<file path="config.mk">
export PLATFORM = sky130hd
export DESIGN_NAME = mem_port_arbiter
export DESIGN_NICKNAME = d
export VERILOG_FILES = /design/src/rtl/mem_port_arbiter.sv
export SDC_FILE = /design/constraint.sdc
export NUM_CORES = 1
export LEC_CHECK = 0
export ABC_AREA = 1
export BUFFER_PORTS_ARGS = -buffer_cell sky130_fd_sc_hd__buf_2
export CORE_UTILIZATION = 45
export DETAILED_ROUTE_END_ITERATION = 8
export GPL_TIMING_DRIVEN = 0
export HOLD_SLACK_MARGIN = 0.08
export PLACE_DENSITY = 0.76
export SYNTH_ARGS = -nofsm -noshare
export SYNTH_HDL_FRONTEND = slang
export SYNTH_SLANG_ARGS = --single-unit
export TNS_END_PERCENT = 20
</file>
<file path="constraint.sdc">
create_clock -name clk -period 3.6 [get_ports clk]
set_input_delay 0.72 -clock clk [delete_from_list [all_inputs] [get_ports clk]]
set_output_delay 0.72 -clock clk [all_outputs]
set_load 0.03 [all_outputs]
</file>
<file path="src/rtl/mem_port_arbiter.sv">
// Arbitrates one shared memory port between instruction fetch and load/store.
// Ports: clk/rst, if_* fetch side, ls_* data side, mem_* port, stall_F/M, bus_err.
module mem_port_arbiter #(
  parameter int TIMEOUT    = 16,
  parameter int MAX_STREAK = 4
) (
  input  logic        clk,
  input  logic        rst,
  input  logic        if_req,
  input  logic [31:0] if_addr,
  input  logic        if_flush,
  output logic [31:0] if_rdata,
  output logic        if_ack,
  input  logic        ls_req,
  input  logic        ls_we,
  input  logic [3:0]  ls_be,
  input  logic [31:0] ls_addr,
  input  logic [31:0] ls_wdata,
  output logic [31:0] ls_rdata,
  output logic        ls_ack,
  output logic        mem_req,
  output logic        mem_we,
  output logic [3:0]  mem_be,
  output logic [31:0] mem_addr,
  output logic [31:0] mem_wdata,
  input  logic [31:0] mem_rdata,
  input  logic        mem_ack,
  output logic        stall_F,
  output logic        stall_M,
  output logic        bus_err
);

  typedef enum logic [1:0] {
    IDLE    = 2'd0,
    IF_BUSY = 2'd1,
    LS_BUSY = 2'd2
  } state_t;

  state_t      state;
  state_t      state_nx;
  logic [2:0]  streak;
  logic [4:0]  tmo;
  logic        discard;
  logic        busy;
  logic        expire;
  logic        ack_any;
  logic        grant_ls;
  logic        grant_if;
  logic        done;
  logic        drop;
  logic        starve;

  assign busy    = (state != IDLE);
  assign expire  = busy && !mem_ack && (tmo == 5'(TIMEOUT - 1));
  // The requester still holds its request during its ack cycle,
  // so nothing is granted then to avoid serving it twice.
  assign ack_any = if_ack | ls_ack;
  assign starve  = if_req && (streak == 3'(MAX_STREAK));
  assign drop    = discard | if_flush;

  assign stall_F = if_req & ~if_ack;
  assign stall_M = ls_req & ~ls_ack;

  always_ff @(posedge clk) begin
    if (!rst) state <= IDLE;
    else      state <= state_nx;
  end

  always_comb begin
    state_nx = state;
    grant_ls = 1'b0;
    grant_if = 1'b0;
    done     = 1'b0;
    unique case (state)
      IDLE: begin
        if (!ack_any) begin
          if (ls_req && !starve) begin
            grant_ls = 1'b1;
            state_nx = LS_BUSY;
          end else if (if_req) begin
            grant_if = 1'b1;
            state_nx = IF_BUSY;
          end
        end
      end
      IF_BUSY, LS_BUSY: begin
        if (mem_ack || expire) begin
          done     = 1'b1;
          state_nx = IDLE;
        end
      end
      default: state_nx = IDLE;
    endcase
  end

  always_ff @(posedge clk) begin
    if (!rst) begin
      mem_req   <= 1'b0;
      mem_we    <= 1'b0;
      mem_be    <= 4'h0;
      mem_addr  <= 32'h0;
      mem_wdata <= 32'h0;
    end else if (grant_ls) begin
      mem_req   <= 1'b1;
      mem_we    <= ls_we;
      mem_be    <= ls_be;
      mem_addr  <= ls_addr;
      mem_wdata <= ls_wdata;
    end else if (grant_if) begin
      mem_req   <= 1'b1;
      mem_we    <= 1'b0;
      mem_be    <= 4'hF;
      mem_addr  <= if_addr;
    end else if (done) begin
      mem_req   <= 1'b0;
      mem_we    <= 1'b0;
    end
  end

  always_ff @(posedge clk) begin
    if (!rst) begin
      if_ack   <= 1'b0;
      ls_ack   <= 1'b0;
      bus_err  <= 1'b0;
      if_rdata <= 32'h0;
      ls_rdata <= 32'h0;
    end else begin
      if_ack  <= 1'b0;
      ls_ack  <= 1'b0;
      bus_err <= 1'b0;
      if (done && state == LS_BUSY) begin
        ls_ack  <= 1'b1;
        bus_err <= expire;
        if (expire)
          ls_rdata <= 32'h0;
        else if (!mem_we)
          ls_rdata <= mem_rdata;
      end
      // A flushed fetch finishes silently.
      if (done && state == IF_BUSY && !drop) begin
        if_ack   <= 1'b1;
        bus_err  <= expire;
        if_rdata <= expire ? 32'h0 : mem_rdata;
      end
    end
  end

  always_ff @(posedge clk) begin
    if (!rst) begin
      tmo     <= 5'd0;
      discard <= 1'b0;
      streak  <= 3'd0;
    end else begin
      if (grant_ls || grant_if) tmo <= 5'd0;
      else if (busy)            tmo <= tmo + 5'd1;

      if (state == IDLE)
        discard <= 1'b0;
      else if (state == IF_BUSY && if_flush)
        discard <= 1'b1;

      if (!if_req || grant_if)
        streak <= 3'd0;
      else if (grant_ls && streak != 3'(MAX_STREAK))
        streak <= streak + 3'd1;
    end
  end

endmodule
</file>
# Yosys cells after proc, flatten, opt, wreduce, memory -nomap -nowiden
# Cells that the tools add are included.
[classes]
n_mux = 30
n_reduce_logical = 26
addsub = 2
n_bitwise = 7
n_eq_ne = 9
[ops]
columns = ["op", "count"]
rows = [
  ["32-bit 2-to-1 mux", 5],
  ["1-bit 2-to-1 mux", 18],
  ["1-bit logical AND", 9],
  ["2-bit 2-to-1 mux", 4],
  ["4-bit 2-to-1 mux", 2],
  ["2-bit OR reduction", 4],
  ["3-bit != test (second input constant)", 2],
  ["5-bit by 1-bit adder with 5-bit output (second input constant)", 1],
  ["5-bit by 4-bit == test with 1-bit output (second input constant)", 1],
  ["1-bit logical NOT", 4],
  ["2-bit != test (second input constant)", 2],
  ["2-bit case mux with 2 select lines", 1],
  ["2-bit nonzero test", 2],
  ["3-bit by 1-bit adder with 3-bit output (second input constant)", 1],
  ["3-bit == test (second input constant)", 1],
  ["1-bit logical OR", 3],
  ["1-bit NOT", 3],
  ["3-bit AND reduction", 1],
  ["3-bit nonzero test", 1],
  ["1-bit bitwise AND", 2],
  ["2-bit by 1-bit == test with 1-bit output (second input constant)", 1],
  ["2-bit == test (second input constant)", 1],
  ["2-bit logical NOT", 1],
  ["2-bit by 1-bit != test with 1-bit output (second input constant)", 1],
  ["2 further kinds", 3],
]
[word_totals]
word_cells = 88
reg_bits = 148
input_bits = 139
output_inout_bits = 139

# Logic depth before layout (Yosys ltp)
# Gate-level depths: netlist of run 1.
[depth]
word_depth = 9
mapped_depth = 11
depth_no_buf = 10

# Worst setup path before layout of run 1
# OpenSTA, ideal clock, no wires.
[synth_timing]
path_type = "input-to-output"
from = "in if_req"
to = "out stall_F"
arrival_ns = 1.163
n_path_buf = 0
setup_slack_ns = 1.717
required_time_ns = 2.880
path_stages = 2
path_cell_list = "inv_1 nor2_1"
[synth_via]
elab_chain_len = 1
[synth_rtl]
columns = ["element", "line_no", "text"]
rows = [
  ["start: declaration", "9", "input logic if_req,"],
  ["1-bit bitwise AND", "61", "assign stall_F = if_req & ~if_ack;"],
  ["end: declaration", "28", "output logic stall_F,"],
]
# Every way passes these cells.

# Final worst setup path of run 1
[layout_timing]
from = "reg tmo[0]"
to = "reg ls_rdata[21]"
[layout_via]
elab_chain_len = 7
word_cells_on_any_way = 9
classes_between = "2 x eq/ne; 3 x mux; 4 x reduce/logical"
[layout_rtl]
columns = ["element", "line_no", "text"]
rows = [
  ["start: declaration", "42", "logic [4:0] tmo;"],
  ["start signal: assignment", "155", "else if (busy) tmo <= tmo + 5'd1;"],
  ["5-bit by 4-bit == test with 1-bit output *", "54", "assign expire = busy && !mem_ack && (tmo == 5'(TIMEOUT - 1));"],
  ["1-bit logical AND *", "54", ""],
  ["1-bit logical OR", "87", "if (mem_ack || expire) begin"],
  ["1-bit 2-to-1 mux", "87", ""],
  ["1-bit 2-to-1 mux", "74", "unique case (state)"],
  ["1-bit logical AND", "131", "if (done && state == LS_BUSY) begin"],
  ["2-bit AND reduction (no line)", "n/a", ""],
  ["end signal: assignment", "137", "ls_rdata <= mem_rdata;"],
  ["end: declaration", "19", "output logic [31:0] ls_rdata,"],
]
# Every way passes the cells marked *; elsewhere a longest branch is shown, timed or not.
# A chain may end at the register's enable or synchronous reset.

==> impl_metrics.prom, run 1 <==
# TYPE chip_impl_metric gauge
chip_impl_info{name="outcome",value="finished clean"} 1
chip_impl_metric{name="core",unit="µm²"} 14500
chip_impl_metric{name="grt_start_max_net_pins",unit=""} 17
chip_impl_metric{name="drive_above_1_share",unit="%"} 30.0
chip_impl_metric{name="crit_required",unit="ns"} 3.91
chip_impl_metric{name="share_of_the_synthesized_netlist_area_taken_by_xor_and_xnor_gates",unit="%"} 0.393
chip_impl_metric{name="cts_sinks",unit=""} 148
chip_impl_metric{name="post_detailed_route_via_to_cell_ratio",unit=""} 4.81
chip_impl_info{name="hp-class",value="flop to flop"} 1
chip_impl_metric{name="post_route_clock_period_utilization",unit="%"} 57.5
chip_impl_metric{name="timing_max_transition_violations_final",unit=""} 0
chip_impl_metric{name="hpwlAfterDp",unit="µm"} 15100
chip_impl_metric{name="syn_to_final_growth",unit="%"} 32.7
chip_impl_metric{name="antenna-diode-count",unit=""} 0
chip_impl_info{name="synth_top_cell_by_area",value="sky130_fd_sc_hd__dfxtp_1"} 1
chip_impl_metric{name="routed_wl",unit="µm"} 20100
chip_impl_metric{name="max_cap_viol_count",unit=""} 0
chip_impl_metric{name="postCtsSetupRepairBufs",unit=""} 0
chip_impl_metric{name="bufs_on_longest_clock_path",unit=""} 2
chip_impl_metric{name="cts.repair.resized",unit=""} 0
chip_impl_metric{name="post_synth_inst_count",unit=""} 961
chip_impl_metric{name="first_global_vias",unit=""} 6169
chip_impl_metric{name="synthesis.yosys.warnings",unit=""} 0
chip_impl_info{name="timing.critical_path.slowest_stage_cell",value="sky130_fd_sc_hd__dfxtp_1"} 1
chip_impl_metric{name="multi_input_combinational_cell_area",unit="µm²"} 2920
chip_impl_metric{name="path_clk_slew",unit="ns"} 0.06
chip_impl_metric{name="nNetsFinal",unit=""} 1403
chip_impl_metric{name="report.final.setup_viol",unit=""} 0
chip_impl_metric{name="powerDensity",unit="nW/µm²"} 574
chip_impl_metric{name="fp.dieW",unit="µm"} 124
chip_impl_metric{name="gp_routability_congestion",unit=""} 0.874
chip_impl_metric{name="fin_skew",unit="ns"} 0.00839
chip_impl_metric{name="synth_cell_type_count",unit=""} 33
chip_impl_metric{name="num_io_pins",unit=""} 278
chip_impl_metric{name="grt_use_total",unit="%"} 25.9
chip_impl_metric{name="r2r_setup_slack",unit="ns"} 1.53
chip_impl_metric{name="static-leakage-power",unit="nW"} 4.84
chip_impl_metric{name="worst-slew-pin-transition",unit="ns"} 0.601
chip_impl_metric{name="grt_pass1_wl",unit="µm"} 30100
chip_impl_metric{name="wl_per_cell",unit="µm"} 13.8
chip_impl_metric{name="detailedPlace.worstSlack",unit="ns"} 1.49
chip_impl_metric{name="fraction_of_synthesized_area_in_multiplexers",unit="%"} 0
chip_impl_metric{name="fillers",unit=""} 1419
chip_impl_metric{name="yosys.area_share.simple",unit="%"} 33.1
chip_impl_metric{name="timing.critical_path.fanout_max",unit=""} 10
chip_impl_metric{name="number_of_cts_inserted_buffers",unit=""} 17
chip_impl_info{name="crit_path_end_kind",value="flop"} 1
chip_impl_info{name="main_combinational_cell_family_by_area_after_synthesis",value="simple AND/OR/NAND/NOR gates"} 1
chip_impl_metric{name="routed-via-count",unit=""} 6978
chip_impl_metric{name="drt_iter0_drc",unit=""} 346
chip_impl_metric{name="initial_utilization",unit="%"} 46.1
chip_impl_metric{name="syn_area",unit="µm²"} 6690
chip_impl_info{name="critical_path.cell_chain",value="ha_1, nand2_1, nor2_1, ha_1, nand3_4, nand2_4, clkbuf_1, nand4_1, nand2_1, nor2_1"} 1
chip_impl_metric{name="sequential_cell_area_in_the_final_layout",unit="µm²"} 2960
chip_impl_metric{name="compound_gate_fraction_of_synth_area",unit="%"} 8.90
chip_impl_metric{name="avgSynthCellArea",unit="µm²"} 6.97
chip_impl_metric{name="fmax",unit="GHz"} 0.483
chip_impl_info{name="cts.root.buffer_cell",value="sky130_fd_sc_hd__clkbuf_16"} 1
chip_impl_info{name="tritoncts_clock_tree",value="done"} 1
chip_impl_metric{name="initial_antenna_violation_count",unit=""} 1
chip_impl_metric{name="clock_latency_at_the_later_pin_of_the_worst_skew_pair",unit="ns"} 0.42
chip_impl_metric{name="synth_fa_ha_area_share",unit="%"} 1.31
chip_impl_metric{name="grt_overflow",unit=""} 0
chip_impl_metric{name="row_count",unit=""} 44
chip_impl_metric{name="dieHeight",unit="µm"} 124
chip_impl_info{name="netlist_top_cells_area",value="sky130_fd_sc_hd__dfxtp_1 (44%), sky130_fd_sc_hd__nand2_1 (14%), sky130_fd_sc_hd__nor2_1 (9.0%), sky130_fd_sc_hd__inv_1 (6.2%), sky130_fd_sc_hd__o21ai_0 (4.1%)"} 1
chip_impl_metric{name="worstPathArrival",unit="ns"} 2.38
chip_impl_metric{name="period_needed",unit="ns"} 2.07
chip_impl_metric{name="port-buffer-count",unit=""} 277
chip_impl_metric{name="post-synth-top-area-fraction",unit="%"} 44.3
chip_impl_metric{name="hold_viol_final",unit=""} 0
chip_impl_metric{name="timing.max_slew.rel_slack",unit="%"} 59.9
chip_impl_metric{name="drt.antenna.violating_nets",unit=""} 0
chip_impl_metric{name="design.die.area",unit="µm²"} 15400
chip_impl_metric{name="number_of_levels_in_the_clock_h_tree",unit=""} 4
chip_impl_metric{name="worst_path_largest_cell_delay",unit="ns"} 0.36
chip_impl_metric{name="postSynthRegisterBits",unit=""} 148
chip_impl_metric{name="first_pass_drt_iterations",unit=""} 5
chip_impl_metric{name="sequential_area_share_after_synthesis",unit="%"} 44.3
chip_impl_info{name="setup_repair_after_global_routing_missed_its_margin",value="no"} 1
chip_impl_info{name="layout.cells.most_common",value="sky130_fd_sc_hd__buf_2"} 1
chip_impl_metric{name="fin_tns_setup",unit="ns"} 0
chip_impl_info{name="cp-start-kind",value="flop"} 1
chip_impl_metric{name="final_critical_path_setup_slack",unit="ns"} 1.53
chip_impl_info{name="setup_cp_type",value="flop to flop"} 1
chip_impl_metric{name="detail_route.drc_violations",unit=""} 0
chip_impl_metric{name="ctsHoldBuffers",unit=""} 0
chip_impl_metric{name="ir_drop",unit="mV"} 0.323
chip_impl_info{name="commonest_cells_after_routing_fill_and_taps_aside",value="sky130_fd_sc_hd__buf_2 (294), sky130_fd_sc_hd__nand2_1 (241), sky130_fd_sc_hd__nor2_1 (160)"} 1
chip_impl_metric{name="syn_nets",unit=""} 1107
-- final timing paths --
check | from | endpoint | depth (start not counted)
max | tmo[0] | ls_rdata[21] | 10
min | if_rdata[18] | if_rdata[18] | 2
max reg2reg | tmo[0] | ls_rdata[21] | 10
min reg2reg | if_rdata[18] | if_rdata[18] | 2
-- layer usage --
metal | vias to the layer above | track usage [%] | share of wire [%]
li1 | 3572 | - | -
met2 | 273 | 45.4 | 49
met5 | - | 0 | 0
met4 | 0 | 9.82 | 2.1
met1 | 3102 | 29.2 | 41
met3 | 31 | 8.01 | 8.6
-- power breakdown --
| part | internal, mW | switching, mW | total [mW] |
|---|---|---|---|
| registers | 1.83 | 0.0977 | 1.93 |
| clock network | 1.06 | 0.685 | 1.75 |
| logic | 0.439 | 0.983 | 1.42 |
| total | 3.33 | 1.77 | 5.10 |
-- cells in the mapped netlist --
master / number
sky130_fd_sc_hd__o21ai_2: 1
sky130_fd_sc_hd__o21ai_1: 14
sky130_fd_sc_hd__nor2_1: 160
sky130_fd_sc_hd__clkbuf_1: 17
sky130_fd_sc_hd__o21ai_0: 55
sky130_fd_sc_hd__buf_1: 7
sky130_fd_sc_hd__o211ai_1: 1
sky130_fd_sc_hd__nand2_4: 4
sky130_fd_sc_hd__nand2_2: 1
sky130_fd_sc_hd__nor2_4: 2
sky130_fd_sc_hd__nand3_4: 1
sky130_fd_sc_hd__a21boi_0: 1
sky130_fd_sc_hd__nor3_1: 1
sky130_fd_sc_hd__inv_6: 1
sky130_fd_sc_hd__inv_1: 111
sky130_fd_sc_hd__nand2_1: 241
sky130_fd_sc_hd__dfxtp_1: 148
sky130_fd_sc_hd__buf_4: 2
sky130_fd_sc_hd__inv_2: 1
sky130_fd_sc_hd__buf_6: 15
sky130_fd_sc_hd__nand4_1: 33
sky130_fd_sc_hd__nor2_8: 1
sky130_fd_sc_hd__xor2_1: 3
sky130_fd_sc_hd__buf_2: 17
sky130_fd_sc_hd__nor2_2: 21
sky130_fd_sc_hd__nand3_2: 1
sky130_fd_sc_hd__clkbuf_2: 4
sky130_fd_sc_hd__or2_2: 1
sky130_fd_sc_hd__nor3b_2: 1
sky130_fd_sc_hd__a21oi_1: 42
sky130_fd_sc_hd__ha_1: 7
sky130_fd_sc_hd__nand3_1: 45
sky130_fd_sc_hd__a21oi_4: 1
-- cell families after synthesis --
kind of cell	Yosys count
simple gates	513
buf+inv	175
flops	148
compound gates	115
fa+ha+maj	7
xor+xnor	3
-- cell type report --
class	count	share of cell area, %
repair buffers	277	15.6
plain buffers	62	4.27
inverters	113	4.83
clock inverters	8	1.15
multi-input cells	638	32.9
well taps	184	2.59
flip-flops and latches	148	33.4
clock buffers	21	5.30
-- flip-flops by register name, summed over array words and instances (netlist names) --
signal / cells
if_rdata: 32
ls_rdata: 32
mem_addr: 32
mem_wdata: 32
tmo: 5
mem_be: 4
streak: 3
state: 2
bus_err: 1
discard: 1
if_ack: 1
ls_ack: 1
mem_req: 1
mem_we: 1
-- worst max-delay path: cells and delay by family, from the launching register on --
| family | cells | cell delay (ns) |
|---|---|---|
| adder cells (fa/ha/maj) | 2 | 0.46 |
| buffers and inverters | 1 | 0.35 |
| flip-flops | 1 | 0.36 |
| AND/OR/NAND/NOR | 7 | 0.80 |
-- through the flow --
stage	cell area, µm²	util, %	power, mW	hold slack (ns)	std cells
floorplan	6690	-	2.92	0.457	961
global placement	8310	57.2	3.36	0.425	1422
detailed placement	8310	57.2	3.37	0.436	1422
CTS	8880	61.1	5.12	0.447	1451
global route	8880	61.1	5.33	0.464	1451
finish	8880	61.1	5.10	0.443	1451
(Power assumes the default switching activity.)
==> inputs of run 2 (changes only) <==
Settings changed: ABC_AREA 1 to 0, PLACE_DENSITY 0.76 to 0.79.
Clock period 3.6 ns to 2.12 ns, I/O delays scaled along.
==> impl_metrics.prom, run 2 <==
# TYPE chip_impl_metric gauge
chip_impl_metric{name="period_needed",unit="ns"} 1.98
chip_impl_info{name="synth_top_flop_cell",value="sky130_fd_sc_hd__dfxtp_1"} 1
chip_impl_metric{name="r2r_setup_slack",unit="ns"} 0.14
chip_impl_metric{name="max_cap_viol_count",unit=""} 0
chip_impl_metric{name="critPathBufInv",unit=""} 2
chip_impl_metric{name="worst_path_largest_cell_delay",unit="ns"} 0.34
chip_impl_info{name="critical_path.cell_chain",value="ha_1, and3_1, ha_1, nor2b_4, o2111ai_4, buf_6, buf_4, nand3_1, o21ai_0"} 1
chip_impl_metric{name="grt_start_max_net_pins",unit=""} 17
chip_impl_metric{name="nNetsFinal",unit=""} 1085
chip_impl_info{name="setup_cp_type",value="flop to flop"} 1
chip_impl_info{name="path_delay_family",value="simple AND/OR/NAND/NOR gates"} 1
chip_impl_metric{name="initial_utilization",unit="%"} 46.3
chip_impl_info{name="timing.critical_path.mode_cell",value="sky130_fd_sc_hd__ha_1"} 1
chip_impl_metric{name="ir_drop",unit="mV"} 0.765
chip_impl_metric{name="clock_latency_at_the_later_pin_of_the_worst_skew_pair",unit="ns"} 0.42
chip_impl_info{name="timing.hold.worst_endpoint",value="mem_wdata[15]"} 1
chip_impl_metric{name="fmax",unit="GHz"} 0.505
chip_impl_metric{name="post_detailed_route_via_to_cell_ratio",unit=""} 5.14
chip_impl_info{name="synth.cells.most_frequent",value="sky130_fd_sc_hd__dfxtp_1 (148), sky130_fd_sc_hd__nand2_1 (105), sky130_fd_sc_hd__nand3_1 (102), sky130_fd_sc_hd__o21ai_0 (68), sky130_fd_sc_hd__a21oi_1 (36)"} 1
chip_impl_metric{name="initial_antenna_violation_count",unit=""} 0
chip_impl_metric{name="number_of_levels_in_the_clock_h_tree",unit=""} 4
chip_impl_metric{name="timing.hold.worst_path_depth",unit=""} 3
chip_impl_metric{name="post-synth-top-area-fraction",unit="%"} 53.3
chip_impl_info{name="synthMostInstantiatedCell",value="sky130_fd_sc_hd__dfxtp_1"} 1
chip_impl_metric{name="wl_per_cell",unit="µm"} 14.9
chip_impl_metric{name="grt_pass1_wl",unit="µm"} 25900
chip_impl_metric{name="post_route_clock_period_utilization",unit="%"} 93.5
chip_impl_info{name="crit_reg_reg_startpoint",value="tmo[0]"} 1
chip_impl_info{name="hold_path_startpoint",value="ls_wdata[15]"} 1
chip_impl_info{name="netlist_top_cells_area",value="sky130_fd_sc_hd__dfxtp_1 (53%), sky130_fd_sc_hd__nand3_1 (9.2%), sky130_fd_sc_hd__nand2_1 (7.1%), sky130_fd_sc_hd__mux2i_1 (6.1%), sky130_fd_sc_hd__o21ai_0 (6.1%)"} 1
chip_impl_metric{name="share_of_the_synthesized_netlist_area_taken_by_xor_and_xnor_gates",unit="%"} 0.630
chip_impl_metric{name="worst-slew-pin-transition",unit="ns"} 0.527
chip_impl_metric{name="bufs_on_longest_clock_path",unit=""} 2
chip_impl_metric{name="fin_skew",unit="ns"} 0.00639
chip_impl_metric{name="synth_cell_type_count",unit=""} 35
chip_impl_metric{name="syn_to_final_growth",unit="%"} 40.2
chip_impl_metric{name="fp.dieW",unit="µm"} 113
chip_impl_metric{name="row_count",unit=""} 40
chip_impl_info{name="synth_top_cell_by_area",value="sky130_fd_sc_hd__dfxtp_1"} 1
chip_impl_metric{name="synth_async_reset_ratio",unit="%"} 0
chip_impl_info{name="commonest_cells_after_routing_fill_and_taps_aside",value="sky130_fd_sc_hd__buf_2 (284), sky130_fd_sc_hd__dfxtp_1 (148), sky130_fd_sc_hd__nand2_1 (105)"} 1
chip_impl_metric{name="avgSynthCellArea",unit="µm²"} 8.69
chip_impl_info{name="crit_path_end_kind",value="flop"} 1
chip_impl_info{name="cts.root.buffer_cell",value="sky130_fd_sc_hd__clkbuf_16"} 1
chip_impl_metric{name="timing.critical_path.fanout_max",unit=""} 10
chip_impl_metric{name="postLayoutCellArea",unit="µm²"} 7800
chip_impl_metric{name="routed_wl",unit="µm"} 16400
chip_impl_metric{name="fraction_of_synthesized_area_in_multiplexers",unit="%"} 6.12
chip_impl_metric{name="path_clk_slew",unit="ns"} 0.06
chip_impl_metric{name="postSynthRegisterBits",unit=""} 148
chip_impl_metric{name="post_synth_inst_count",unit=""} 640
chip_impl_metric{name="design.die.area",unit="µm²"} 12800
chip_impl_metric{name="hold_viol_final",unit=""} 0
chip_impl_metric{name="antenna-diode-count",unit=""} 0
chip_impl_info{name="cp-start-kind",value="flop"} 1
chip_impl_metric{name="drt_iter0_drc",unit=""} 321
chip_impl_metric{name="routed-via-count",unit=""} 5640
chip_impl_metric{name="cts_sinks",unit=""} 148
chip_impl_metric{name="ff2ff_path_depth",unit=""} 9
chip_impl_info{name="worst_setup_path_startpoint",value="tmo[0]"} 1
chip_impl_info{name="terminus_of_the_critical_flop_to_flop_path",value="if_rdata[7]"} 1
chip_impl_metric{name="totalPowerFinal",unit="mW"} 8.40
chip_impl_metric{name="gp_routability_congestion",unit=""} 0.826
chip_impl_metric{name="ctsHoldBuffers",unit=""} 0
chip_impl_metric{name="compound_gate_fraction_of_synth_area",unit="%"} 13.8
chip_impl_info{name="outcome",value="finished clean"} 1
chip_impl_metric{name="core",unit="µm²"} 12000
chip_impl_info{name="layout.cells.most_common",value="sky130_fd_sc_hd__buf_2"} 1
chip_impl_metric{name="num_io_pins",unit=""} 278
chip_impl_metric{name="powerDensity",unit="nW/µm²"} 1080
chip_impl_metric{name="place_area",unit="µm²"} 7130
chip_impl_info{name="main_combinational_cell_family_by_area_after_synthesis",value="simple AND/OR/NAND/NOR gates"} 1
chip_impl_metric{name="static-leakage-power",unit="nW"} 3.68
chip_impl_metric{name="port-buffer-count",unit=""} 277
chip_impl_metric{name="timing_max_transition_violations_final",unit=""} 0
chip_impl_metric{name="drt.antenna.violating_nets",unit=""} 0
chip_impl_metric{name="first_global_vias",unit=""} 5177
chip_impl_metric{name="syn_area",unit="µm²"} 5560
chip_impl_metric{name="synth-edff-count",unit=""} 0
chip_impl_metric{name="worstPathArrival",unit="ns"} 2.32
chip_impl_metric{name="number_of_cts_inserted_buffers",unit=""} 17
chip_impl_metric{name="report.final.setup_viol",unit=""} 0
chip_impl_metric{name="fillers",unit=""} 1075
chip_impl_metric{name="yosys.area_share.simple",unit="%"} 19.9
chip_impl_metric{name="drive_above_1_share",unit="%"} 36.8
chip_impl_metric{name="timing.max_slew.rel_slack",unit="%"} 64.5
chip_impl_metric{name="sequential_area_share_after_synthesis",unit="%"} 53.3
chip_impl_info{name="tritoncts_clock_tree",value="done"} 1
chip_impl_info{name="timing.critical_path.slowest_stage_cell",value="sky130_fd_sc_hd__dfxtp_1"} 1
chip_impl_info{name="hp-class",value="input pin to flop"} 1
chip_impl_metric{name="syn_nets",unit=""} 786
chip_impl_metric{name="detail_route.drc_violations",unit=""} 0
chip_impl_metric{name="crit_required",unit="ns"} 2.46
chip_impl_metric{name="synth_fa_ha_area_share",unit="%"} 1.57
chip_impl_metric{name="hpwlAfterDp",unit="µm"} 12400
chip_impl_metric{name="dieHeight",unit="µm"} 113
chip_impl_metric{name="first_pass_drt_iterations",unit=""} 5
chip_impl_metric{name="grt_use_total",unit="%"} 26.0
chip_impl_metric{name="grt_overflow",unit=""} 0
chip_impl_metric{name="synthesis.yosys.warnings",unit=""} 0
## run 2: cell types whose count changed in the layout (fill, tap and decap cells not counted), sizes merged, moves of 4 or more
| cell | delta |
|---|---|
| nand4 | -33 |
| a21oi | -7 |
| nor2 | -166 |
| nand2 | -141 |
| clkbuf | +10 |
| mux2i | +34 |
| inv | -109 |
| o21ai | +30 |
| buf | -18 |
| nor2b | +6 |
| nand3 | +55 |
| o22ai | +4 |
## run 2: what timing repair did
action / in CTS / in global routing
resized for setup: 14 / 21
endpoints found under the hold margin: 0 / 0
pin swaps: 0 / 1
buffers inserted: 0 / 4
endpoints found under the setup margin: 64 / 102
## run 2: worst min-delay path, stage by stage
cell and delay, ns:
sky130_fd_sc_hd__buf_2 0.09, sky130_fd_sc_hd__nand2_1 0.04, sky130_fd_sc_hd__a21oi_1 0.05
## run 2: kinds of logic (layout without fill, tap and decap cells)
logic type / after synthesis / in the layout
AOI/OAI and AO/OA: 147 / 147
xor gates and xnor gates: 4 / 4
adders and majority gates: 7 / 7
buffers and inverters: 56 / 367
DFF: 148 / 148
muxes: 34 / 34
and+or+nand+nor: 244 / 244
## run 2: through the flow
step / worst slack [ns] / util (%) / instances / TNS, ns / hold slack, ns
after floorplan: 0.216 / - / 640 / 0 / 0.454
after global placement: -0.224 / 59.4 / 1064 / -8.00 / 0.432
after detailed placement: -0.283 / 59.4 / 1064 / -11.15 / 0.437
after CTS: 0.0178 / 64.2 / 1094 / 0 / 0.224
after global routing: -0.0131 / 64.9 / 1098 / -0.0131 / 0.233
final: 0.139 / 64.9 / 1098 / 0 / 0.241
## run 2: metal layers
layer	routed length (µm)	track usage, %
met3	949	7.93
met4	357	9.12
met5	0	0
met2	8040	42.9
met1	7060	32.1
## run 2: worst max-delay path by stage
| stage | slack [ns] | cells past startpoint | endpoint |
|---|---|---|---|
| floorplan | 0.22 | 8 | if_rdata[15] |
| CTS | 0.02 | 9 | if_rdata[7] |
| global route | -0.01 | 7 | mem_addr[10] |
| detailed placement | -0.28 | 8 | if_rdata[21] |
| finish | 0.14 | 9 | if_rdata[7] |
| global placement | -0.22 | 8 | if_rdata[17] |
## run 2: final cells by class
class / count / area, µm² / share of cell area [%]
inverters: 6 / 22.5 / 0.289
multi-input cells: 436 / 2390 / 30.6
plain buffers: 49 / 272 / 3.48
clock buffers: 22 / 474 / 6.08
flip-flops and latches: 148 / 2960 / 38.0
clock inverters: 9 / 80.1 / 1.03
well taps: 147 / 184 / 2.36
repair buffers: 281 / 1420 / 18.2
## run 2: power by group
group	internal, mW	total, mW	switching [mW]
Combinational	0.799	2.33	1.54
Sequential	3.10	3.25	0.150
Clock	1.69	2.82	1.13
==> inputs of run 3 (changes only) <==
Clock period 2.12 ns to 2.2 ns, I/O delays scaled along.
==> impl_metrics.prom, run 3 (same netlist as run 2, synthesis figures left out) <==
# TYPE chip_impl_metric gauge
chip_impl_metric{name="fin_worst_hold_slack",unit="ns"} 0.255
chip_impl_info{name="cts.root.buffer_cell",value="sky130_fd_sc_hd__clkbuf_16"} 1
chip_impl_info{name="outcome",value="finished clean"} 1
chip_impl_metric{name="routed_wl",unit="µm"} 16300
chip_impl_metric{name="seq_power_share",unit="%"} 38.9
chip_impl_metric{name="powerDensity",unit="nW/µm²"} 1040
chip_impl_metric{name="hold_viol_final",unit=""} 0
chip_impl_metric{name="row_count",unit=""} 40
chip_impl_info{name="critical_path.cell_chain",value="inv_1, ha_1, nor3b_4, and3_1, buf_2, buf_4, mux2i_1, o21ai_1"} 1
chip_impl_info{name="commonest_cells_after_routing_fill_and_taps_aside",value="sky130_fd_sc_hd__buf_2 (283), sky130_fd_sc_hd__dfxtp_1 (148), sky130_fd_sc_hd__nand2_1 (105)"} 1
chip_impl_metric{name="syn_to_final_growth",unit="%"} 39.6
chip_impl_info{name="setup_repair_after_global_routing_missed_its_margin",value="yes"} 1
chip_impl_metric{name="totalPowerFinal",unit="mW"} 8.04
chip_impl_metric{name="gp_routability_congestion",unit=""} 0.826
chip_impl_metric{name="power.combinational.fraction",unit="%"} 27.3
chip_impl_metric{name="hpwlAfterDp",unit="µm"} 12400
chip_impl_metric{name="final_critical_path_setup_slack",unit="ns"} 0.129
chip_impl_metric{name="fmax",unit="GHz"} 0.483
chip_impl_metric{name="post_layout_utilization_of_the_core",unit="%"} 64.6
chip_impl_metric{name="internal_power_consumption",unit="mW"} 5.35
chip_impl_info{name="crit_path_end_kind",value="flop"} 1
chip_impl_metric{name="cts_sinks",unit=""} 148
chip_impl_metric{name="switchingPower",unit="mW"} 2.69
chip_impl_metric{name="initial_utilization",unit="%"} 46.3
chip_impl_metric{name="grt_overflow",unit=""} 0
chip_impl_metric{name="initial_antenna_violation_count",unit=""} 0
chip_impl_info{name="cp-start-kind",value="flop"} 1
chip_impl_info{name="layout.cells.most_common",value="sky130_fd_sc_hd__buf_2"} 1
chip_impl_metric{name="fin_skew",unit="ns"} 0.00901
chip_impl_info{name="hold_path_startpoint",value="ls_we"} 1
chip_impl_metric{name="post_route_clock_period_utilization",unit="%"} 94.1
chip_impl_metric{name="dieHeight",unit="µm"} 113
chip_impl_metric{name="timing.max_slew.rel_slack",unit="%"} 63.2
chip_impl_metric{name="ir_drop",unit="mV"} 0.736
chip_impl_info{name="path_delay_family",value="simple AND/OR/NAND/NOR gates"} 1
chip_impl_metric{name="critPathBufInv",unit=""} 3
chip_impl_metric{name="num_io_pins",unit=""} 278
chip_impl_info{name="tritoncts_clock_tree",value="done"} 1
chip_impl_metric{name="number_of_cts_inserted_buffers",unit=""} 17
chip_impl_metric{name="routed-via-count",unit=""} 5629
chip_impl_metric{name="drt.antenna.violating_nets",unit=""} 0
chip_impl_metric{name="p_clk_share",unit="%"} 33.7
chip_impl_metric{name="drt_iter0_drc",unit=""} 321
chip_impl_metric{name="fp.dieW",unit="µm"} 113
chip_impl_metric{name="timing.critical_path.fanout_max",unit=""} 10
chip_impl_metric{name="grt_use_total",unit="%"} 26.0
chip_impl_metric{name="bufs_on_longest_clock_path",unit=""} 2
chip_impl_metric{name="crit_required",unit="ns"} 2.50
chip_impl_info{name="crit_reg_reg_startpoint",value="state[1]"} 1
chip_impl_info{name="timing.critical_path.slowest_stage_cell",value="sky130_fd_sc_hd__mux2i_1"} 1
chip_impl_metric{name="clock_latency_at_the_later_pin_of_the_worst_skew_pair",unit="ns"} 0.42
chip_impl_metric{name="report.final.setup_viol",unit=""} 0
chip_impl_metric{name="worst_path_largest_cell_delay",unit="ns"} 0.34
chip_impl_metric{name="worst-slew-pin-transition",unit="ns"} 0.551
chip_impl_metric{name="worstPathArrival",unit="ns"} 2.37
chip_impl_metric{name="timing_max_transition_violations_final",unit=""} 0
chip_impl_metric{name="path_clk_slew",unit="ns"} 0.06
chip_impl_info{name="worst_setup_path_startpoint",value="state[1]"} 1
chip_impl_metric{name="period_needed",unit="ns"} 2.07
chip_impl_metric{name="grt_start_max_net_pins",unit=""} 17
chip_impl_metric{name="drive_above_1_share",unit="%"} 35.9
chip_impl_metric{name="number_of_levels_in_the_clock_h_tree",unit=""} 4
chip_impl_metric{name="detail_route.drc_violations",unit=""} 0
chip_impl_metric{name="wl_per_cell",unit="µm"} 14.9
chip_impl_metric{name="max_cap_viol_count",unit=""} 0
chip_impl_metric{name="port-buffer-count",unit=""} 277
chip_impl_metric{name="design.die.area",unit="µm²"} 12800
chip_impl_metric{name="grt_pass1_wl",unit="µm"} 25900
chip_impl_metric{name="fillers",unit=""} 1072
chip_impl_metric{name="first_global_vias",unit=""} 5187
chip_impl_metric{name="core",unit="µm²"} 12000
chip_impl_info{name="hp-class",value="input pin to flop"} 1
chip_impl_metric{name="antenna-diode-count",unit=""} 0
chip_impl_metric{name="power.switching_fraction",unit="%"} 33.5
chip_impl_metric{name="static-leakage-power",unit="nW"} 3.66
chip_impl_metric{name="post_detailed_route_via_to_cell_ratio",unit=""} 5.14
chip_impl_info{name="setup_cp_type",value="flop to flop"} 1
chip_impl_metric{name="nNetsFinal",unit=""} 1083
chip_impl_metric{name="detailedPlace.worstSlack",unit="ns"} -0.203
chip_impl_metric{name="first_pass_drt_iterations",unit=""} 5
## run 3: changes by cell type in the layout (fill, tap and decap cells not counted), sizes merged
cell / before / now
buf: 300 / 294
clkbuf: 52 / 56
## run 3: per-stage QoR
stage	std cells	setup TNS (ns)	area (µm²)
floorplan	640	0	5560
global placement	1064	-2.96	7130
detailed placement	1064	-6.11	7130
CTS	1095	0	7700
global route	1096	-0.00367	7760
finish	1096	0	7760
## run 3: worst paths after layout
check,cells past startpoint,to,slack [ns]
min,3,mem_we,0.26
max,8,mem_addr[25],0.13
min reg2reg,2,mem_addr[4],0.44
max reg2reg,8,mem_addr[25],0.13
## run 3: area by class of cell
type                    instances  area, µm²  share of cell area, %
inverters                       6       22.5                  0.290
repair buffers                279       1400                   18.0
clock buffers                  22        474                   6.11
multi-input cells             436       2370                   30.6
flip-flops and latches        148       2960                   38.2
plain buffers                  49        268                   3.45
clock inverters                 9       80.1                   1.03
well taps                     147        184                   2.37
## run 3: repair_timing
item / CTS / global route
resized for setup: 7 / 20
setup buffers: 0 / 2
pin swaps: 0 / 1
hold buffers: 0 / 0
endpoints found under the setup margin: 63 / 68
## run 3: power by group through the flow
| stage | registers [mW] | logic (mW) | clock network, mW |
|---|---|---|---|
| 2_1_floorplan | 3.75 | 0.920 | 0 |
| 3_3_place_gp | 3.18 | 2.15 | 0 |
| 3_5_place_dp | 3.18 | 2.17 | 0 |
| 4_1_cts | 3.13 | 2.18 | 2.75 |
| 5_1_grt | 3.17 | 2.37 | 2.87 |
| 6_report | 3.13 | 2.20 | 2.71 |
## run 3: metal layers
layer  up-vias  GRT usage [%]  routed length, µm
met5         -              0                  0
met4         0           9.12                343
met3        27           7.93               1060
met2       195           42.9               7940
met1      2590           32.1               6960
li1       2817              -                  -
## run 3: worst reg2reg max path: stages (launching register included)
cell and delay, ns:
sky130_fd_sc_hd__dfxtp_1 0.31, sky130_fd_sc_hd__inv_1 0.09, sky130_fd_sc_hd__ha_1 0.27, sky130_fd_sc_hd__nor3b_4 0.31, sky130_fd_sc_hd__and3_1 0.18, sky130_fd_sc_hd__buf_2 0.14
sky130_fd_sc_hd__buf_4 0.22, sky130_fd_sc_hd__mux2i_1 0.35, sky130_fd_sc_hd__o21ai_1 0.09
